<file path="config.mk">
export PLATFORM = sky130hd
export DESIGN_NAME = div_unit
export DESIGN_NICKNAME = d
export VERILOG_FILES = /design/src/rtl/riscv_pkg.sv /design/src/rtl/div_step.sv /design/src/rtl/div_unit.sv
export SDC_FILE = /design/constraint.sdc
export NUM_CORES = 1
export LEC_CHECK = 0
export CAP_MARGIN = 20
export CORE_ASPECT_RATIO = 0.6
export CORE_MARGIN = 2
export CORE_UTILIZATION = 40
export DETAILED_ROUTE_END_ITERATION = 8
export GPL_TIMING_DRIVEN = 0
export HOLD_SLACK_MARGIN = 0.03
export PLACE_DENSITY = 0.61
export SETUP_SLACK_MARGIN = 0.1
export SYNTH_ARGS = -nofsm -noshare
export SYNTH_HDL_FRONTEND = slang
export SYNTH_SLANG_ARGS = --single-unit
export TNS_END_PERCENT = 5
</file>
<file path="constraint.sdc">
create_clock -name clk -period 7.8 [get_ports clk]
set_input_delay 1.56 -clock clk [delete_from_list [all_inputs] [get_ports clk]]
set_output_delay 1.56 -clock clk [all_outputs]
set_load 0.01 [all_outputs]
</file>
<file path="src/rtl/riscv_pkg.sv">
// Shared RV32 execute-stage definitions: M-extension funct3 encodings,
// divider FSM states and the divider's special-case result constants.
package riscv_pkg;

  localparam int XLEN = 32;

  localparam logic [2:0] F3_DIV  = 3'b100;
  localparam logic [2:0] F3_DIVU = 3'b101;
  localparam logic [2:0] F3_REM  = 3'b110;
  localparam logic [2:0] F3_REMU = 3'b111;

  typedef enum logic [1:0] {
    IDLE = 2'd0,
    CALC = 2'd1,
    DONE = 2'd2
  } div_state_t;

  localparam logic [XLEN-1:0] DIV_BY_ZERO_Q = '1;
  localparam logic [XLEN-1:0] INT_MIN       = 32'h8000_0000;

endpackage

</file>
<file path="src/rtl/div_step.sv">
// One radix-2 restoring iteration: shift {acc, quo} left, trial-subtract the
// divisor and keep the difference only when it does not go negative.
module div_step #(
  parameter int WIDTH = 32
) (
  input  logic [WIDTH-1:0] acc,
  input  logic [WIDTH-1:0] quo,
  input  logic [WIDTH-1:0] divisor,
  output logic [WIDTH-1:0] acc_next,
  output logic [WIDTH-1:0] quo_next
);

  logic [WIDTH:0] shifted;
  logic [WIDTH:0] trial;

  // The shifted partial remainder is below 2*divisor, so bit WIDTH of the
  // difference is a reliable sign bit.
  assign shifted  = {acc, quo[WIDTH-1]};
  assign trial    = shifted - {1'b0, divisor};
  assign acc_next = trial[WIDTH] ? shifted[WIDTH-1:0] : trial[WIDTH-1:0];
  assign quo_next = {quo[WIDTH-2:0], ~trial[WIDTH]};

endmodule

</file>
<file path="src/rtl/div_unit.sv">
// Iterative RV32M DIV/DIVU/REM/REMU unit, one quotient bit per clock.
// state | meaning
// IDLE  | waiting for start with funct3[2]=1
// CALC  | restoring iterations, counter WIDTH-1 down to 0
// DONE  | single-cycle result strobe to the register file write port
module div_unit
  import riscv_pkg::*;
#(
  parameter  int WIDTH = 32,
  localparam int CNT_W = $clog2(WIDTH)
) (
  input  logic             clk,
  input  logic             rst_n,
  input  logic             start,
  input  logic             flush,
  input  logic [2:0]       funct3,
  input  logic [WIDTH-1:0] rs1Data,
  input  logic [WIDTH-1:0] rs2Data,
  input  logic [4:0]       rdIn,
  output logic             busy,
  output logic             done,
  output logic             writeEnable,
  output logic [WIDTH-1:0] result,
  output logic [4:0]       rdOut
);

  localparam logic [WIDTH-1:0] MIN_NEG = {1'b1, {(WIDTH-1){1'b0}}};
  localparam logic [WIDTH-1:0] ALL_ONE = WIDTH'(DIV_BY_ZERO_Q);

  div_state_t state, state_next;

  logic [WIDTH-1:0] acc, quo, dvsr, res_q;
  logic [WIDTH-1:0] acc_nx, quo_nx;
  logic [WIDTH-1:0] q_fix, r_fix, final_val;
  logic [CNT_W-1:0] cnt;
  logic [4:0]       rd_cap, rd_q;
  logic             rem_sel, neg_q, neg_r;

  logic accept, is_signed, a_neg, b_neg, div_zero, overflow, special, last;

  assign accept    = (state == IDLE) && start && funct3[2] && !flush;
  assign is_signed = ~funct3[0];
  assign a_neg     = is_signed & rs1Data[WIDTH-1];
  assign b_neg     = is_signed & rs2Data[WIDTH-1];
  assign div_zero  = (rs2Data == '0);
  assign overflow  = is_signed && (rs1Data == MIN_NEG) && (rs2Data == ALL_ONE);
  assign special   = div_zero || overflow;
  assign last      = (state == CALC) && (cnt == '0) && !flush;

  div_step #(.WIDTH(WIDTH)) u_step (
    .acc      (acc),
    .quo      (quo),
    .divisor  (dvsr),
    .acc_next (acc_nx),
    .quo_next (quo_nx)
  );

  // Fix-up works on the final iteration's outputs so DONE needs no extra cycle.
  assign q_fix     = neg_q ? -quo_nx : quo_nx;
  assign r_fix     = neg_r ? -acc_nx : acc_nx;
  assign final_val = rem_sel ? r_fix : q_fix;

  always_ff @(posedge clk or negedge rst_n) begin
    if (!rst_n) state <= IDLE;
    else        state <= state_next;
  end

  always_comb begin
    state_next = state;
    case (state)
      IDLE: if (accept) state_next = special ? DONE : CALC;
      CALC: begin
        if (flush)           state_next = IDLE;
        else if (cnt == '0)  state_next = DONE;
      end
      DONE:    state_next = IDLE;
      default: state_next = IDLE;
    endcase
  end

  always_comb begin
    busy        = (state == CALC) || (state == DONE);
    done        = (state == DONE) && !flush;
    writeEnable = done;
  end

  always_ff @(posedge clk or negedge rst_n) begin
    if (!rst_n) begin
      acc     <= '0;
      quo     <= '0;
      dvsr    <= '0;
      cnt     <= '0;
      res_q   <= '0;
      rd_cap  <= '0;
      rd_q    <= '0;
      rem_sel <= 1'b0;
      neg_q   <= 1'b0;
      neg_r   <= 1'b0;
    end else if (accept) begin
      rem_sel <= funct3[1];
      rd_cap  <= rdIn;
      if (special) begin
        rd_q <= rdIn;
        if (div_zero) res_q <= funct3[1] ? rs1Data : ALL_ONE;
        else          res_q <= funct3[1] ? '0 : MIN_NEG;
      end else begin
        acc   <= '0;
        quo   <= a_neg ? -rs1Data : rs1Data;
        dvsr  <= b_neg ? -rs2Data : rs2Data;
        cnt   <= CNT_W'(WIDTH - 1);
        neg_q <= a_neg ^ b_neg;
        neg_r <= a_neg;
      end
    end else if ((state == CALC) && !flush) begin
      acc <= acc_nx;
      quo <= quo_nx;
      cnt <= cnt - CNT_W'(1);
      if (last) begin
        res_q <= final_val;
        rd_q  <= rd_cap;
      end
    end
  end

  assign result = res_q;
  assign rdOut  = rd_q;

endmodule

</file>
* Word-level counts from Yosys, hierarchy flattened
Cells that the tools add are included.
Widths: inputs -> output; s select.
** Storage, ports and cells
- Register bits :: 148
- Bits of input ports :: 76
- Output and inout bits :: 40
- Word-level logic and storage cells :: 83
** Cells by class
- Add/sub/neg operators :: 6
- Eq/ne operators :: 8
- Multiplexer cells :: 31
- Bitwise gates (word level) :: 6
- Reductions and logical operators :: 21
** Operators with widths (count)
- $mux 32 :: 19
- $neg 32->32 :: 4
- $eq 32x32->1 const B :: 2
- $mux 5 :: 7
- $sub 33x32->33 :: 1
- $logic_not 32->1 :: 1
- $logic_and 1x1->1 :: 9
- $mux 2 :: 4
- $reduce_and 2->1 :: 3
- $logic_not 5->1 :: 1
- $sub 5x1->5 const B :: 1
- $ne 2x2->1 const B :: 2
- $pmux 2 s2 :: 1
- $reduce_bool 2->1 :: 2
- $ne 3x2->1 const B :: 1
- $not 1->1 :: 3
- $reduce_and 3->1 :: 1
- $and 1x1->1 :: 2
- $eq 2x1->1 const B :: 1
- $eq 2x2->1 const B :: 1
- $logic_not 2->1 :: 1
- $logic_or 1x1->1 :: 2
- $ne 2x1->1 const B :: 1
- $logic_not 1->1 :: 1
- $xor 1x1->1 :: 1

* Depth between registers and ports, before layout
Gate-level depths: netlist of run 1.
- Depth after elaboration :: 8
- Depth in mapped cells :: 25
- Depth with buffers taken out :: 23

* Hierarchy
A second synthesis of run 1 with hierarchy kept.
** Second synthesis, totals
- Cells, all modules :: 1446
- Area, all modules :: 12095.4 µm²
** Modules (own cells, without submodules)
- div_unit :: times used 1, cells each 1109, area an instance 9496.6 µm², sequential area each 3703.6 µm²
- div_step :: times used 1, cells each 337, area an instance 2598.7 µm², sequential area each 0.0 µm²

* Worst setup path before layout of run 1
OpenSTA, ideal clock, no wires.
- Path type :: register to register
- Start point :: reg quo[31]
- End point :: reg res_q[28], in the netlist result[28]
- Setup time :: 127 ps
- Data arrival time :: 5303 ps
- Data required time :: 7673 ps
- Path slack :: 2370 ps
- Stages on the path, launching flop included :: 26
- Path buffers :: 2
- Period minus slack after synthesis :: 5430 ps
- Cell sequence :: dfrtp_1 > inv_1 > ha_1 > inv_1 > fa_1 > a211oi_1 > nor2_1 > a31oi_1 > a2111oi_4 > o41ai_2 > nor3_4 > inv_1 > buf_4 > buf_2 > nor2_1 > a21oi_1 > ha_1 > inv_1 > a2111oi_0 > nor4b_1 > and4_1 > a41oi_1 > or3_1 > o31a_1 > o221ai_1 > nand2_1
** On the way
- Word-level cells in the longest chain between the ends :: 8
- Elaborated cells between the ends (all ways) :: 11
- Those cells by class :: add/sub: 3; mux: 7; bitwise: 1
** RTL lines
- start, declared :: RTL line div_unit.sv:32 : logic [WIDTH-1:0] acc, quo, dvsr, res_q;
- start signal, assigned :: RTL line div_unit.sv:108 : quo <= a_neg ? -rs1Data : rs1Data;
- start signal, assigned :: RTL line div_unit.sv:116 : quo <= quo_nx;
- $sub 33x32->33 :: RTL line div_step.sv:19 : assign trial = shifted - {1'b0, divisor};
- $mux 32 or $not 1->1 (tied branches) :: RTL line div_step.sv:20, div_step.sv:21
- $neg 32->32 (on tied branches) :: RTL line div_unit.sv:60, div_unit.sv:59
- $mux 32 (on tied branches) :: RTL line div_unit.sv:60, div_unit.sv:59
- $mux 32 (*) :: RTL line div_unit.sv:61 : assign final_val = rem_sel ? r_fix : q_fix;
- $mux 32 (*) :: RTL line div_unit.sv:118 : if (last) begin
- $mux 32 (*) :: RTL line div_unit.sv:114 : end else if ((state == CALC) && !flush) begin
- $mux 32 (*) :: RTL line div_unit.sv:99 : end else if (accept) begin
- end signal, assigned :: RTL line div_unit.sv:104 : if (div_zero) res_q <= funct3[1] ? rs1Data : ALL_ONE;
- end signal, assigned :: RTL line div_unit.sv:105 : else res_q <= funct3[1] ? '0 : MIN_NEG;
- end signal, assigned :: RTL line div_unit.sv:119 : res_q <= final_val;
- end, declared :: RTL line div_unit.sv:32
Every way passes the cells marked *; elsewhere a longest branch is shown, timed or not. The select of a mux whose other input is x is not followed.
A chain may end at the register's enable or synchronous reset.

* Worst setup path after layout of run 1
- Start point :: reg quo[31]
- End point :: reg res_q[30], in the netlist result[30]
Same word-level chain as after synthesis.

==> results.cfg, run 1 <==
[global_route]
grt.overflow.total = 0
grt_start_max_net_pins = 109
grt_pass1_vias = 12100
grtUsageMet2_pct = 37.6
grt_pass1_wl_um = 75500
grt_util_met1_pct = 50.4
antenna_found_initial = 0
grt_most_used_layer = met1
grtUsageMet3_pct = 11.1
track_usage_pct = 31.1

[pwr]
swShare_pct = 47.3
leakagePower_nw = 5.97
power.switching_mw = 2.08
combPwrFrac_pct = 53.5
p_seq_share_pct = 26.3
power_mw = 4.41
p_clk_share_pct = 20.2
intPower_mw = 2.32
peakVddDrop_mv = 0.200
powerDensity_mw_per_mm2 = 302

[drt]
wl_per_cell_um = 23.0
wl_um = 49300
drtPass1Iterations = 5
drt_iter0_drc = 1708
ant_nets = 0
vias = 13000
drc_errors = 0
via_per_inst = 6.09

[layout]
num_antenna_cells = 0
final_common_cell = nand2_1
drive_above_1_share_pct = 5.89
final_area_mm2 = 0.0146
post-route-util_pct = 48.6
nets = 1838
area_delta_synth_final_pct = 18.7
fillCellCount = 2996
mostFrequentLayoutCells = nand2_1 (233), o21ai_0 (185), dfrtp_1 (148), a21oi_1 (129), nor2_1 (122)
multi_input_area_mm2 = 0.00797
seqCellArea_mm2 = 0.00370

[placed_design]
placed_area_mm2 = 0.0140
gp_congestion = 0.949
portBuffers = 114
pre_cts_ws_ps = 539
dpl.hpwl_um = 39200

[logic_synthesis]
synth_mux_area_share_pct = 3.93
synth_fp_nets = 1703
synth_edf_count = 0
syn_area_mm2 = 0.0123
synth_ff_type = dfrtp_1
synth-compound-area-share_pct = 25.5
yosysWarnings = 0
synth_top_family_by_area = compound AO/OA/AOI/OAI gates
synth_fa_ha_area_share_pct = 4.43
ys_seq_elements = 148
ys_seq_area_share_pct = 30.1
synth.avg_cell_area_um2 = 7.77
synth_cells = 1584
synth_cell_types = 86
synthSimpleGateAreaFrac_pct = 21.2
synth_xor_area_share_pct = 9.53
synth-async-reset-ratio_pct = 100

[floorplan]
die_h_um = 140
initial_core_util_pct = 40.9
dieArea_mm2 = 0.0323
die_x_um = 231
rows = 49
core_region_area_mm2 = 0.0301
io_pins = 116

[clock_tree]
cts_root_buf = clkbuf_16
cts_tree = built
post_cts_buffers = 0
h-tree-depth = 4
clk_path_buf_depth = 2
insertion_delay_ps = 470
cts.reportedPaths.clkPinSlew_ps = 70
cts_sinks = 148
numCtsBuffers = 17

[timing]
fin_ws_ps = 582
rsz0062_at_grt = false
setup_viol = 0
slew_viol_final = 0
min_period_over_period_pct = 92.5
fin_setup_tns_ps = 0
relSlewSlack_pct = 38.4
tightest_slew_ps = 911
fmax_mhz = 139
hold_viol = 0
skew_ps = 13.1
finalCriticalPeriod_ps = 7220

[critical_path]
slowest_stage = nor4b_2
required_ps = 8160
slowest_delay_ps = 560
criticalPathCategory = flop to flop
crit_path_frequent_cell = inv_1
end_kind = flop
critical_path.startpoint_type = flop
crit_fanout = 10
crit_arrival_ps = 7580

[worst_hold_path]
min_path_type = flop to flop

[status]
status = finished, final reports clean

[flow_run]
maxCapViolations = 0
## Yosys cell counts (6+ instances only)
cell type  number  area (um^2)
nand3_1        15         75.1
nor2b_1         9         56.3
nand4_1        18          113
a31o_2          7         61.3
mux2i_1        36          360
o22ai_1        29          181
a31oi_1        19          119
nand2_1       233          875
xnor2_1        61          534
buf_2          10         50.1
nor3_1         29          145
xor2_1         73          639
ha_1           42          526
or2_2           7         43.8
o21ai_0       185          926
and2_1         12         75.1
nand2b_1       11         68.8
a21oi_1       129          646
a211oi_1       16          120
o31ai_1        27          203
and3_1          6         37.5
nor4_1         13         81.3
a21o_1         12         90.1
o41ai_1        10         87.6
o211ai_1       10         75.1
nor2_1        122          458
clkbuf_1       64          240
mux2_2         11          124
inv_1          70          263
o221ai_1        6         52.6
dfrtp_1       148         3700
or3_1          21          131
## area by class of cell
cell class,count,area share (%)
multi-input combinational,1277,54.5
inverter,71,1.82
clock buffer,19,3.10
timing repair buffer,116,8.06
clock inverter,12,1.06
buffer,88,2.64
tap,408,3.49
sequential,148,25.3
## layer usage
metal	vias up	share of wire, %
li1	5970	-
met1	6345	51
met2	673	35
met3	46	13
met4	0	1.3
met5	-	0
## power groups by stage
stage	registers, mW	clock network [mW]	logic (mW)
CTS	1.15	0.898	2.29
floorplan	1.11	0	1.56
finish	1.16	0.891	2.36
global route	1.18	0.931	2.60
global placement	1.16	0	2.25
detailed placement	1.16	0	2.28
## critical path: cells and delay by family (launching register included)
family,cells,cell delay (ps)
compound gates,10,2740
fa+ha+maj,3,940
simple gates,6,1710
buf+inv,6,1260
flops,1,450
## sequential cells by signal, indices dropped and copies added (netlist names)
register,count
acc,32
cnt,5
dvsr,32
neg_q,1
neg_r,1
quo,32
rdOut,5
rd_cap,5
rem_sel,1
result,32
state,2
## worst paths after layout
kind,start,to,slack [ps],cells after the start
max,quo[31]$_DFFE_PN0P_,result[30]$_DFFE_PN0P_,580,25
min,rd_cap[0]$_DFFE_PN0P_,rd_cap[0]$_DFFE_PN0P_,470,2
max reg2reg,quo[31]$_DFFE_PN0P_,result[30]$_DFFE_PN0P_,580,25
min reg2reg,rd_cap[0]$_DFFE_PN0P_,rd_cap[0]$_DFFE_PN0P_,470,2
max in group asynchronous,rst_n,quo[28]$_DFFE_PN0P_,5920,2
min in group asynchronous,rst_n,dvsr[5]$_DFFE_PN0P_,970,1
## metrics by stage
step           hold WS [ps]  instances
4_1_cts                 476       2138
2_1_floorplan           437       1584
3_5_place_dp            458       2107
5_1_grt                 496       2139
3_3_place_gp            455       2106
6_report                470       2139
## cell families after synthesis
kind of cell    Yosys count
flops                   148
mux                      47
fa+ha+maj                43
compound gates          512
buf+inv                 159
xor+xnor                134
simple gates            541
## what timing repair did
| item | 4_1_cts | 5_1_grt |
|---|---|---|
| resized for setup | 0 | 1 |
| setup endpoints to repair | 0 | 3 |
| hold buffers | 0 | 0 |
Note: power is estimated with default switching activity, not from simulation.
==> run 2: changes to the inputs <==
--- a/config.mk
+++ b/config.mk
@@ -10,7 +10,7 @@
 export CORE_MARGIN = 2
 export CORE_UTILIZATION = 40
 export DETAILED_ROUTE_END_ITERATION = 8
-export GPL_TIMING_DRIVEN = 0
+export GPL_TIMING_DRIVEN = 1
 export HOLD_SLACK_MARGIN = 0.03
 export PLACE_DENSITY = 0.61
 export SETUP_SLACK_MARGIN = 0.1
==> run 2 against run 1 <==
Non-clock buffer count fell by 73. Core utilization fell by 0.88 points. Sequential cell count did not move. Final area fell by 1.8%. Die area did not move. Fmax rose by 10%. Global-route usage fell by 4.2 points. First-iteration DRC count fell by 19%. Power fell by 2.4%. Largest cell class unchanged. Highest routed layer unchanged.
==> results.cfg, run 2 (synthesis gave the netlist of run 1 again) <==
[status]
status = finished, final reports clean

[placed_design]
dp_cells = 2034
dpl.hpwl_um = 32600
placed_area_mm2 = 0.0137
gp_congestion = 0.951
portBuffers = 115

[clock_tree]
post_cts_buffers = 0
cts_sinks = 148
clk_path_buf_depth = 2
cts_hold_buffers = 0
cts-resized-gates = 0
cts.reportedPaths.clkPinSlew_ps = 70
insertion_delay_ps = 460
numCtsBuffers = 17
h-tree-depth = 4
cts_root_buf = clkbuf_16
cts_tree = built

[pwr]
powerDensity_mw_per_mm2 = 300
combPwrFrac_pct = 51.9
intPower_mw = 2.32
leakagePower_nw = 5.88
swShare_pct = 46.0
power_mw = 4.30
power.switching_mw = 1.98
p_seq_share_pct = 27.1
p_clk_share_pct = 20.9
peakVddDrop_mv = 0.208

[timing]
setup_viol = 0
relSlewSlack_pct = 28.5
rsz0062_at_grt = false
skew_ps = 12.5
hold_viol = 0
min_period_over_period_pct = 84.1
slew_viol_final = 0
fin_setup_tns_ps = 0
fmax_mhz = 152
tightest_slew_ps = 1070
finalCriticalPeriod_ps = 6560

[layout]
final_common_cell = nand2_1
area_delta_synth_final_pct = 16.6
drive_above_1_share_pct = 5.91
final_area_mm2 = 0.0144
num_antenna_cells = 0
finalNonFillerCells = 2067
mostFrequentLayoutCells = nand2_1 (232), o21ai_0 (185), dfrtp_1 (148), a21oi_1 (129), nor2_1 (121)
fillCellCount = 2941
nets = 1765

[worst_hold_path]
min_path_type = flop to flop

[global_route]
grt.overflow.total = 0
grt_start_max_net_pins = 87
track_usage_pct = 26.9
grt_pass1_wl_um = 67100
antenna_found_initial = 0
grt_pass1_vias = 11400

[critical_path]
rr_startpoint = acc[26]$_DFFE_PN0P_
setup.worst_path.end = result[30]$_DFFE_PN0P_
worstSetupStartpoint = acc[26]$_DFFE_PN0P_
crit_arrival_ps = 6930
crit_fanout = 26
required_ps = 8170
criticalPathCategory = flop to flop
critical_path.startpoint_type = flop
regToRegEndpoint = result[30]$_DFFE_PN0P_
r2r_cells = 20
r2r_slack_ps = 1240
end_kind = flop

[drt]
wl_um = 43300
wl_per_cell_um = 20.9
via_per_inst = 5.92
drc_errors = 0
drtPass1Iterations = 6
drt_iter0_drc = 1380
ant_nets = 0
vias = 12200

[flow_run]
maxCapViolations = 0

[floorplan]
rows = 49
core_region_area_mm2 = 0.0301
initial_core_util_pct = 40.9
dieArea_mm2 = 0.0323
io_pins = 116
die_h_um = 140
die_x_um = 231
==> run 2: changes by cell type in the layout (fill, tap and decap cells not counted), sizes merged <==
cell | before | now
buf | 26 | 17
clkinvlp | 2 | 1
clkdlybuf4s50 | 113 | 114
clkbuf | 84 | 19
bufinv | 3 | 4
clkinv | 7 | 8
==> run 2: routing by layer <==
metal	global-route usage, %	routed length [um]	vias up
met2	35.8	16900	527
met5	0	0	-
met1	41.3	21100	5858
met4	6.79	674	0
met3	8.16	4570	51
li1	-	-	5797
==> run 2: worst min-delay path by stage <==
| stage | startpoint | slack (ps) | depth (start not counted) | to |
|---|---|---|---|---|
| floorplan | rd_cap[0]$_DFFE_PN0P_ | 440 | 2 | rd_cap[0]$_DFFE_PN0P_ |
| global placement | rd_cap[3]$_DFFE_PN0P_ | 450 | 2 | rd_cap[3]$_DFFE_PN0P_ |
| detailed placement | rd_cap[3]$_DFFE_PN0P_ | 470 | 2 | rd_cap[3]$_DFFE_PN0P_ |
| CTS | rd_cap[3]$_DFFE_PN0P_ | 480 | 2 | rd_cap[3]$_DFFE_PN0P_ |
| global route | dvsr[24]$_DFFE_PN0P_ | 500 | 2 | dvsr[24]$_DFFE_PN0P_ |
| finish | rd_cap[3]$_DFFE_PN0P_ | 470 | 2 | rd_cap[3]$_DFFE_PN0P_ |
==> run 2: power groups by stage <==
stage	logic [mW]	registers, mW	clock network, mW
after floorplan	1.56	1.11	0
after global placement	2.15	1.17	0
after detailed placement	2.18	1.17	0
after CTS	2.20	1.16	0.918
after global routing	2.47	1.19	0.944
final	2.23	1.17	0.900
==> run 2: area by class of cell <==
| type | instances | area, um^2 | area share, % |
|---|---|---|---|
| Multi-Input combinational cell | 1277 | 7980 | 55.6 |
| Sequential cell | 148 | 3700 | 25.8 |
| Timing Repair Buffer | 131 | 1280 | 8.92 |
| Tap cell | 408 | 510 | 3.56 |
| Clock buffer | 19 | 433 | 3.02 |
| Inverter | 71 | 267 | 1.86 |
| Clock inverter | 13 | 183 | 1.27 |
==> run 2: per-stage QoR <==
| step | util [%] | setup slack (ps) | hold WS, ps |
|---|---|---|---|
| after global placement | 45.6 | 1720 | 454 |
| final | 47.7 | 1240 | 474 |
| after CTS | 47.6 | 1380 | 481 |
| after global routing | 47.7 | 706 | 503 |
| after detailed placement | 45.6 | 1420 | 467 |
| after floorplan | - | 2370 | 437 |
==> run 2: critical path, stage by stage (launching register included) <==
cell,delay [ps]
dfrtp_1,440
ha_1,370
a21oi_1,270
o21ai_0,180
a221oi_1,700
mux2i_1,340
o41ai_2,160
nor3_4,220
inv_1,190
buf_4,290
a21oi_1,310
ha_1,270
inv_1,90
a2111oi_0,260
nor4b_1,720
and4_1,360
a41oi_1,230
or3_1,490
o31ai_1,320
a41oi_1,150
o31ai_1,90
==> run 3: changes to the inputs <==
--- a/config.mk
+++ b/config.mk
@@ -12,7 +12,7 @@
 export DETAILED_ROUTE_END_ITERATION = 8
 export GPL_TIMING_DRIVEN = 1
 export HOLD_SLACK_MARGIN = 0.03
-export PLACE_DENSITY = 0.61
+export PLACE_DENSITY = 0.63
 export SETUP_SLACK_MARGIN = 0.1
 export SYNTH_ARGS = -nofsm -noshare
 export SYNTH_HDL_FRONTEND = slang
==> constraint.sdc (replaced) <==
create_clock -name clk -period 5.7 [get_ports clk]
set_input_delay 1.14 -clock clk [delete_from_list [all_inputs] [get_ports clk]]
set_output_delay 1.14 -clock clk [all_outputs]
set_load 0.01 [all_outputs]
==> run 3 against run 2 <==
Sequential power rose by 34%. Highest routed layer unchanged. Cell count rose by 1.5%. Largest cell class unchanged. Critical path depth rose by 2. Critical endpoint unchanged. Hold slack got worse by 8.3 ps. Final area rose by 2.6%. Setup slack got worse by 930 ps. Sequential share of layout area fell by 0.64 points.
==> results.cfg, run 3 (synthesis gave the netlist of run 1 again) <==
[critical_path]
slowest_stage = dfrtp_1
crit_arrival_ps = 5760
path_cells = ha_1 -> a21oi_2 -> o21ai_1 -> a221oi_2 -> buf_4 -> mux2i_1 -> o41ai_2 -> buf_4 -> nor3_4 -> inv_2 -> mux2i_2 -> ha_1 -> inv_1 -> a2111oi_1 -> nor4b_2 -> buf_4 -> and4_2 -> a41oi_2 -> or3_4 -> o31ai_1 -> a41oi_1 -> o31ai_1
criticalPathCategory = flop to flop
slowest_delay_ps = 430
crit_fanout = 5
critical_path.startpoint_type = flop
required_ps = 6070
end_kind = flop
crit_path_frequent_cell = buf_4

[floorplan]
rows = 49
core_region_area_mm2 = 0.0301
die_x_um = 231
initial_core_util_pct = 40.9
io_pins = 116
die_h_um = 140
dieArea_mm2 = 0.0323

[timing]
fmax_mhz = 186
relSlewSlack_pct = 22.5
hold_ws_ps = 466
setup_viol = 0
slew_viol_final = 0
finalCriticalPeriod_ps = 5390
hold_viol = 0
skew_ps = 13.8
tightest_slew_ps = 1160
rsz0062_at_grt = false
min_period_over_period_pct = 94.5

[layout]
final_area_mm2 = 0.0147
final_common_cell = nand2_1
post-route-util_pct = 48.9
drive_above_1_share_pct = 8.88
area_delta_synth_final_pct = 19.5
fillCellCount = 2954
finalNonFillerCells = 2098
mostFrequentLayoutCells = nand2_1 (232), o21ai_0 (182), dfrtp_1 (148), a21oi_1 (125), nor2_1 (121)
num_antenna_cells = 0
nets = 1796

[clock_tree]
clk_path_buf_depth = 2
cts_tree = built
cts_sinks = 148
insertion_delay_ps = 460
cts_root_buf = clkbuf_16
cts_hold_buffers = 0
cts.reportedPaths.clkPinSlew_ps = 70
h-tree-depth = 4
numCtsBuffers = 17

[global_route]
grt_pass1_vias = 11500
grt.overflow.total = 0
grt_start_max_net_pins = 88
track_usage_pct = 26.9
antenna_found_initial = 1
grt_pass1_wl_um = 67300

[pwr]
power_mw = 6.08
peakVddDrop_mv = 0.257
leakagePower_nw = 6.05
powerDensity_mw_per_mm2 = 413

[drt]
wl_per_cell_um = 20.6
wl_um = 43300
drt_iter0_drc = 1557
via_per_inst = 5.95
drc_errors = 0
ant_nets = 0
vias = 12500
drtPass1Iterations = 6

[flow_run]
maxCapViolations = 0

[placed_design]
dp_cells = 2063
gp_congestion = 1.02
placed_area_mm2 = 0.0140
portBuffers = 115
dpl.hpwl_um = 33000

[status]
status = finished, final reports clean

[worst_hold_path]
min_path_type = flop to flop
[run 3: changes by cell type in the layout (fill, tap and decap cells not counted), moves of 4 or more]
cell | previous run | this run
buf_4 | 15 | 46
a21oi_1 | 129 | 125
a21oi_2 | 1 | 5
clkbuf_8 | 0 | 4
ha_1 | 42 | 38
ha_2 | 0 | 4
[run 3: per-stage QoR]
| step | setup slack [ps] | setup TNS, ps |
|---|---|---|
| finish | 312 | 0 |
| global route | 9.67 | 0 |
| CTS | 136 | 0 |
| detailed placement | -5.06 | -5.06 |
| global placement | 187 | 0 |
| floorplan | 270 | 0 |
[run 3: layer usage]
metal	track usage, %	share of wire [%]	vias up
li1	-	-	5857
met1	43.9	50	5995
met2	34.0	38	593
met3	7.78	11	30
met4	4.89	0.88	0
met5	0	0	-
[run 3: what timing repair did]
action,4_1_cts,5_1_grt
resized for setup,2,21
buffers inserted,0,3
pin swaps,0,5
setup endpoints to repair,2,8
[run 3: area by class of cell]
class	count	area, um^2	area share [%]
multi-input combinational	1277	8050	54.7
sequential	148	3700	25.2
timing repair buffer	162	1520	10.3
tap	408	510	3.47
clock buffer	21	480	3.26
inverter	71	267	1.81
clock inverter	11	195	1.33
[run 3: path summary, 6_finish.rpt]
path                                            start                     end  slack, ps  cells past startpoint
worst max-delay path              acc[26]$_DFFE_PN0P_  result[30]$_DFFE_PN0P_        310                     22
worst min-delay path            result[2]$_DFFE_PN0P_   result[2]$_DFFE_PN0P_        470                      2
worst max register to register    acc[26]$_DFFE_PN0P_  result[30]$_DFFE_PN0P_        310                     22
worst min register to register  result[2]$_DFFE_PN0P_   result[2]$_DFFE_PN0P_        470                      2
max in group asynchronous                       rst_n     quo[27]$_DFFE_PN0P_       3890                      2
min in group asynchronous                       rst_n   result[0]$_DFFE_PN0P_        600                      1
[run 3: where the power goes]
part           total, mW  internal, mW  leakage (nW)  switching [mW]
clock network       1.33         0.825         0.322           0.501
logic               3.18          1.21          3.79            1.98
registers           1.57          1.33          1.94           0.245
total               6.08          3.36          6.05            2.72
[run 3: worst max-delay path, delay by kind of cell, from the launching register on]
| family | cells | cell delay [ps] |
|---|---|---|
| adder cells (fa/ha/maj) | 2 | 580 |
| flip-flops | 1 | 430 |
| AO/OA/AOI/OAI | 9 | 1810 |
| buffers and inverters | 5 | 750 |
| multiplexers | 2 | 470 |
| AND/OR/NAND/NOR | 4 | 1230 |
